===== src/rtl/pea_tile_sched.sv =====
// pea_tile_sched: tiled PE-array sequencer (pixel-col -> ic -> oc -> tile-col -> tile-row).
// Define PEA_TILE_SCHED_PERF_EN to build the busy/stall performance counters.
module pea_tile_sched #(
    parameter int unsigned TILE_LEN      = 16,
    parameter int unsigned TILE_ROWS     = 8,
    parameter int unsigned CHN_WIDTH     = 4,
    parameter int unsigned CHN_OFT_WIDTH = 6,
    parameter int unsigned FMS_WIDTH     = 8,
    parameter int unsigned FLUSH_LAT     = 5,
    parameter int unsigned PV_LAT        = 3,
    parameter int unsigned PERF_WIDTH    = 32
) (
    input  logic                  clk,
    input  logic                  rstn,
    input  logic [CHN_WIDTH-1:0]  chi,
    input  logic [CHN_WIDTH-1:0]  cho,
    input  logic                  stride,
    input  logic                  ksize,
    input  logic [FMS_WIDTH-1:0]  ifm_size,
    input  logic                  start_conv,
    input  logic                  abort,
    input  logic                  out_ready,
    output logic                  ifm_read,
    output logic                  wgt_read,
    output logic                  pvalid,
    output logic                  ic_done,
    output logic                  oc_done,
    output logic                  tile_done,
    output logic                  conv_done,
    output logic                  busy,
    output logic                  cfg_err,
    output logic [PERF_WIDTH-1:0] perf_cycles,
    output logic [PERF_WIDTH-1:0] perf_stalls
);

    localparam int unsigned TL_LG = $clog2(TILE_LEN);
    localparam int unsigned TR_LG = $clog2(TILE_ROWS);
    localparam int unsigned PCW   = TL_LG + 1;
    localparam int unsigned ICW   = CHN_WIDTH + CHN_OFT_WIDTH;
    localparam int unsigned FCW   = $clog2(FLUSH_LAT + 1);
    localparam int unsigned FW    = FMS_WIDTH;

    typedef enum logic [1:0] {S_IDLE = 2'd0, S_FLUSH = 2'd1, S_CALC = 2'd2} state_t;

    state_t               state_q, state_d;
    logic [FCW-1:0]       fc_q, fc_d;
    logic [PCW-1:0]       pc_q, pc_d;
    logic [ICW-1:0]       ic_q, ic_d, oc_q, oc_d;
    logic [FW-1:0]        tc_q, tc_d, tr_q, tr_d, ofm_q, ofm_d;
    logic [CHN_WIDTH-1:0] chi_q, chi_d, cho_q, cho_d;
    logic                 s2_q, s2_d, k3_q, k3_d;
    logic [PV_LAT-1:0]    pv_q, pv_d;
    logic                 busy_q, busy_d, cfg_err_q, cfg_err_d;

    logic          start_ok, cfg_bad, accept, cnt_valid;
    logic          pc_last, ic_last, oc_last, tc_last, tr_last;
    logic [FW-1:0] tw_m1, ofm_m1, ntc_m1, ntr_m1, rem, width_m1, ifm_sub, ifm_diff;

    // Tile geometry from the latched config; the last column tile may be narrow.
    always_comb begin
        tw_m1    = s2_q ? FW'(TILE_LEN / 2 - 1) : FW'(TILE_LEN - 1);
        ofm_m1   = ofm_q - FW'(1);
        ntc_m1   = s2_q ? (ofm_m1 >> (TL_LG - 1)) : (ofm_m1 >> TL_LG);
        ntr_m1   = s2_q ? (ofm_m1 >> (TR_LG - 1)) : (ofm_m1 >> TR_LG);
        rem      = ofm_q & tw_m1;
        width_m1 = ((tc_q == ntc_m1) && (rem != '0)) ? rem - FW'(1) : tw_m1;
        pc_last  = (FW'(pc_q) == width_m1);
        ic_last  = (ic_q == (ICW'(chi_q) << CHN_OFT_WIDTH) - ICW'(1));
        oc_last  = (oc_q == (ICW'(cho_q) << CHN_OFT_WIDTH) - ICW'(1));
        tc_last  = (tc_q == ntc_m1);
        tr_last  = (tr_q == ntr_m1);
    end

    always_comb begin
        cfg_bad   = (chi == '0) || (cho == '0) || (ksize && (ifm_size < FW'(3)));
        start_ok  = start_conv && (state_q == S_IDLE) && !abort;
        accept    = start_ok && !cfg_bad;
        cnt_valid = (state_q == S_CALC) && out_ready && !abort;
        ic_done   = cnt_valid && pc_last;
        oc_done   = ic_done && ic_last;
        tile_done = oc_done && oc_last;
        conv_done = tile_done && tc_last && tr_last;
        ifm_read  = (state_q == S_FLUSH) || ((state_q == S_CALC) && out_ready);
        wgt_read  = (state_q == S_FLUSH) && (fc_q < (k3_q ? FCW'(3) : FCW'(1)));
        ifm_sub   = ksize ? FW'(3) : FW'(1);
        ifm_diff  = ifm_size - ifm_sub;
    end

    always_comb begin
        state_d   = state_q;
        fc_d      = fc_q;
        pc_d      = pc_q;
        ic_d      = ic_q;
        oc_d      = oc_q;
        tc_d      = tc_q;
        tr_d      = tr_q;
        ofm_d     = ofm_q;
        chi_d     = chi_q;
        cho_d     = cho_q;
        s2_d      = s2_q;
        k3_d      = k3_q;
        pv_d      = PV_LAT'({pv_q, cnt_valid});
        cfg_err_d = start_ok && cfg_bad;
        case (state_q)
            S_IDLE: begin
                if (accept) begin
                    state_d = S_FLUSH;
                    fc_d    = '0;
                    pc_d    = '0;
                    ic_d    = '0;
                    oc_d    = '0;
                    tc_d    = '0;
                    tr_d    = '0;
                    chi_d   = chi;
                    cho_d   = cho;
                    s2_d    = stride;
                    k3_d    = ksize;
                    ofm_d   = stride ? (ifm_diff >> 1) + FW'(1) : ifm_diff + FW'(1);
                end
            end
            S_FLUSH: begin
                if (fc_q == FCW'(FLUSH_LAT - 1)) begin
                    state_d = S_CALC;
                    fc_d    = '0;
                end else begin
                    fc_d = fc_q + FCW'(1);
                end
            end
            S_CALC: begin
                // Each loop level wraps when it completes and carries into the next.
                if (cnt_valid) begin
                    pc_d = pc_last ? '0 : pc_q + PCW'(1);
                    if (pc_last) begin
                        ic_d = ic_last ? '0 : ic_q + ICW'(1);
                        if (ic_last) begin
                            oc_d = oc_last ? '0 : oc_q + ICW'(1);
                            if (oc_last) begin
                                tc_d = tc_last ? '0 : tc_q + FW'(1);
                                if (tc_last) begin
                                    tr_d = tr_last ? '0 : tr_q + FW'(1);
                                end
                            end
                        end
                    end
                    if (conv_done) begin
                        state_d = S_IDLE;
                    end else if (ic_done) begin
                        state_d = S_FLUSH;
                    end
                end
            end
            default: state_d = S_IDLE;
        endcase
        if (abort) begin
            state_d = S_IDLE;
            fc_d    = '0;
            pc_d    = '0;
            ic_d    = '0;
            oc_d    = '0;
            tc_d    = '0;
            tr_d    = '0;
            pv_d    = '0;
        end
        busy_d = (state_d != S_IDLE);
    end

    always_ff @(posedge clk or negedge rstn) begin
        if (!rstn) begin
            state_q   <= S_IDLE;
            fc_q      <= '0;
            pc_q      <= '0;
            ic_q      <= '0;
            oc_q      <= '0;
            tc_q      <= '0;
            tr_q      <= '0;
            ofm_q     <= '0;
            chi_q     <= '0;
            cho_q     <= '0;
            s2_q      <= 1'b0;
            k3_q      <= 1'b0;
            pv_q      <= '0;
            busy_q    <= 1'b0;
            cfg_err_q <= 1'b0;
        end else begin
            state_q   <= state_d;
            fc_q      <= fc_d;
            pc_q      <= pc_d;
            ic_q      <= ic_d;
            oc_q      <= oc_d;
            tc_q      <= tc_d;
            tr_q      <= tr_d;
            ofm_q     <= ofm_d;
            chi_q     <= chi_d;
            cho_q     <= cho_d;
            s2_q      <= s2_d;
            k3_q      <= k3_d;
            pv_q      <= pv_d;
            busy_q    <= busy_d;
            cfg_err_q <= cfg_err_d;
        end
    end

    assign busy    = busy_q;
    assign cfg_err = cfg_err_q;
    assign pvalid  = pv_q[PV_LAT-1];

`ifdef PEA_TILE_SCHED_PERF_EN
    logic [PERF_WIDTH-1:0] pcyc_q, pcyc_d, pstl_q, pstl_d;

    // Saturating busy/stall counters, cleared when a job is accepted.
    always_comb begin
        pcyc_d = pcyc_q;
        pstl_d = pstl_q;
        if (accept) begin
            pcyc_d = '0;
            pstl_d = '0;
        end else begin
            if ((state_q != S_IDLE) && (pcyc_q != '1)) begin
                pcyc_d = pcyc_q + PERF_WIDTH'(1);
            end
            if ((state_q == S_CALC) && !out_ready && (pstl_q != '1)) begin
                pstl_d = pstl_q + PERF_WIDTH'(1);
            end
        end
    end

    always_ff @(posedge clk or negedge rstn) begin
        if (!rstn) begin
            pcyc_q <= '0;
            pstl_q <= '0;
        end else begin
            pcyc_q <= pcyc_d;
            pstl_q <= pstl_d;
        end
    end

    assign perf_cycles = pcyc_q;
    assign perf_stalls = pstl_q;
`else
    assign perf_cycles = '0;
    assign perf_stalls = '0;
`endif

endmodule


===== config.mk =====
export PLATFORM = sky130hd
export DESIGN_NAME = pea_tile_sched
export DESIGN_NICKNAME = d
export VERILOG_FILES = /design/src/rtl/pea_tile_sched.sv
export SDC_FILE = /design/constraint.sdc
export NUM_CORES = 1
export LEC_CHECK = 0
export ABC_CLOCK_PERIOD_IN_PS = 6810
export BUFFER_PORTS_ARGS = -buffer_cell sky130_fd_sc_hd__buf_4
export CAP_MARGIN = 20
export CORE_MARGIN = 2
export CORE_UTILIZATION = 62
export DETAILED_ROUTE_END_ITERATION = 8
export PLACE_DENSITY_LB_ADDON = 0.3
export SLEW_MARGIN = 0
export SYNTH_ARGS = -nofsm -noshare
export SYNTH_HDL_FRONTEND = slang
export SYNTH_SLANG_ARGS = --single-unit

===== constraint.sdc =====
create_clock -name clk -period 6.81 [get_ports clk]
set_input_delay 0.3405 -clock clk [delete_from_list [all_inputs] [get_ports clk]]
set_output_delay 0.3405 -clock clk [all_outputs]
set_load 0.01 [all_outputs]

==> summary.md <==
| Metric | Value |
|---|---|
| Status | `finished, final reports clean` |
| Sinks on Clock Net | `69` |
| Layout cell share with drive strength beyond 1 | `0.1211` |
| Gpl congestion | `0.8722` |
| Final instance area | `0.005598 sq mm` |
| Worst-skew pair later-pin latency | `roughly 0.36 ns` |
| Min Tclk post-route | `4.555 ns` |
| PwrDens | `224.7 mW/mm^2` |
| Final setup vio count | `0` |
| Crit Path Class | `reg2out` |
| Post-CTS Hold Fix Bufs | `0` |
| WHS | `approximately 0.12 ns` |
| Total gr overflow | `0` |
| RSZ-0062 raised after global routing | `false` |
| CTS resizes | `0` |
| Max_cap viols | `0` |
| Final hold viol count | `0` |
| DIE AREA | `~0.0094 sq mm` |
| Most common cell after layout, fill and taps aside | `dfrtp_1` |
| First-pass GRT wire length | `19790 um` |
| Final setup margin | `2.255 ns` |
| Fmax | `219.5 MHz` |
| FILL cells | `678` |
| Placed Instance Area | `0.005383 sq mm` |
| Vias per cell | `5.873` |
| Starting Density | `0.6484` |
| Core Rows | `33` |
| Max VDD drop | `about 0.00015 V` |
| Largest net degree at the start of global routing | `70` |
| Crit path DAT | `4.21 ns` |
| Synth cell types | `76` |
| Final Max Slew Viols | `0` |
| Vias in the first global route | `4138` |
| I/O pin count | `96` |
| Post-CTS Setup Bufs | `0` |
| HPWL Detailed | `between 8000 and 9000 um` |
| Residual DRC | `0` |
| Ys Warns | `0` |
| Maximum fanout along the worst path | `9` |
| Number of flops mapped to enable cells by yosys | `0` |
| Setup WS pre-CTS | `2.555 ns` |
| Clock Tree Buf Depth | `2` |
| Worst Tran Pin Value | `0.9025 ns` |
| Worst min-delay path class | `in2async` |
| Area growth syn-to-layout | `4.022%` |
| Final #Nets | `678` |
| Initial antenna violation count | `0` |
| CP startpoint kind | `flip-flop` |
| DIE WIDTH | `97.17 um` |
| FFs w/ async S/R, synth | `1.000` |
| P_leak | `2.535 nW` |
| Port Buffer Count | `31` |
| H-Tree Level Count | `3` |
| Mapped cell area | `~0.0054 sq mm` |
| Final Cycle Share | `0.6689` |
| Setup TNS | `0 ns` |
| Worst-path clk slew | `0.07 ns` |
| Mapped Cells | `628` |
| Clk root buf | `clkbuf_8` |
| Nature of the critical path endpoint | `output pin` |
| TritonCTS Buffers | `9` |
| Antenna viol nets, final | `0` |
| GRT Total Usage | `0.2538` |
| Final WL | `11850 um` |
| Area of the core | `0.008299 sq mm` |
| Most frequent cells in the layout | `69 x dfrtp_1, 64 x conb_1, 56 x nand2_1` |
| 1st-pass router iterations | `5` |
| Post-synthesis sequential area ratio | `0.3209` |
| ANT cells | `0` |
| Routed WL per cell | `15.82 um` |
| Max-slew headroom | `0.3917` |
| CTS tree | `yes` |
| Post-Syn Area per Cell | `8.569 sq um` |
| Yosys reg bits | `69` |
| Die Y | `about 97 um` |
| Dominant synthesized flop cell | `dfrtp_1` |
| Critical Path RT | `6.47 ns` |
| Setup Skew | `0.007907 ns` |
| Vias | `4399` |
| DR iter-0 viols | `221` |
==> cell families (layout without fill, tap and decap cells) <==
family / after synthesis / count (layout) / share of synthesized area
and+or+nand+nor: 223 / 223 / 0.2151
AOI/OAI and AO/OA: 141 / 141 / 0.1865
buffers and inverters: 119 / 72 / 0.1295
DFF: 69 / 69 / 0.3209
xor gates and xnor gates: 36 / 36 / 0.06371
muxes: 23 / 23 / 0.04511
adders and majority gates: 16 / 16 / 0.03860
other: 1 / 64 / 0.0006968
==> per-layer routing <==
layer  vias to the layer above  routed length (um)  track usage
met2                       144                5790       0.4204
met4                         0                 202      0.08992
li1                       2129                   -            -
met3                        22                 594      0.04676
met5                         -                   0            0
met1                      2104                5259       0.3341
==> worst max-delay path: stages, from the launching register on <==
cell and delay [ns]:
dfrtp_1 0.46, inv_1 0.14, ha_1 0.34, or3b_2 0.51, o31ai_1 0.40, a31oi_1 0.14
a31oi_1 0.40, nor4_4 0.11, a311o_1 0.43, a22oi_4 0.25, and2_1 0.28, nand2_1 0.14
nor2_1 0.12, buf_4 0.14
==> through the flow <==
stage          total power [W]    util  cells
4_1_cts               0.001260  0.6745    749
6_report              0.001258  0.6745    749
5_1_grt               0.001332  0.6745    749
3_3_place_gp         0.0008762  0.6486    733
2_1_floorplan        0.0008328       -    691
3_5_place_dp         0.0008895  0.6486    733
==> state kept, by name, indices dropped and copies added (netlist names), 2 cells and up <==
register	count
chi_q	4
tc_q	8
pc_q	5
fc_q	3
oc_q	10
state_q	2
ofm_q	8
tr_q	8
cho_q	4
ic_q	10
pv_q	3
==> power by group <==
part | leakage, nW | total (W) | switching [W] | internal (W)
combinational | 1.50 | 0.000393 | 0.000222 | 0.000171
sequential | 0.929 | 0.000495 | 0.0000584 | 0.000436
clock | 0.110 | 0.000370 | 0.000164 | 0.000206
==> cells in the mapped netlist, drive strengths merged, types with 3 or more instances <==
library cell,count,share of area
nor3,7,0.0065
o31ai,15,0.021
dfrtp,69,0.32
a31oi,7,0.011
a21oi,19,0.018
a21boi,7,0.0098
nor2,46,0.032
nor4,9,0.013
xnor2,19,0.031
mux2i,13,0.024
a22oi,3,0.0067
and3,14,0.016
xor2,15,0.024
o211ai,3,0.0042
a211oi,3,0.0042
nor2b,7,0.0081
o21ai,46,0.043
or2,7,0.0086
inv,24,0.017
nand2,56,0.039
o41ai,4,0.0093
mux2,10,0.021
ha,15,0.035
or3,9,0.010
nor3b,4,0.0065
nand4,9,0.010
buf,69,0.095
clkbuf,26,0.018
or4,4,0.0056
o2111ai,3,0.0049
a21o,6,0.0084
nand2b,9,0.010
nand3,31,0.030
and2,3,0.0040
==> area by class of cell <==
class / instances / area (sq um) / area share
multi-input cells: 503 / 3194 / 0.5706
flip-flops and latches: 69 / 1727 / 0.3084
repair buffers: 32 / 240.2 / 0.04291
well taps: 105 / 131.4 / 0.02347
clock buffers: 10 / 127.6 / 0.02280
inverters: 24 / 90.09 / 0.01609
clock inverters: 6 / 87.58 / 0.01565
==> worst paths after layout <==
check / cells after the start / startpoint / endpoint / slack (ns)
worst max register to register: 12 / ofm_q[0]$_DFFE_PN0P_ / tr_q[6]$_DFFE_PN0P_ / 2.55
worst min register to register: 1 / pv_q[1]$_DFF_PN0_ / pv_q[2]$_DFF_PN0_ / 0.47
min in group clk: 2 / abort / fc_q[2]$_DFFE_PN0P_ / 0.22
max in group asynchronous: 1 / rstn / oc_q[2]$_DFFE_PN0P_ / 6.13
worst min-delay path: 1 / rstn / tc_q[5]$_DFFE_PN0P_ / 0.12
worst max-delay path: 13 / ofm_q[0]$_DFFE_PN0P_ / oc_done / 2.25
No activity file was read; power rests on OpenSTA's default activity.
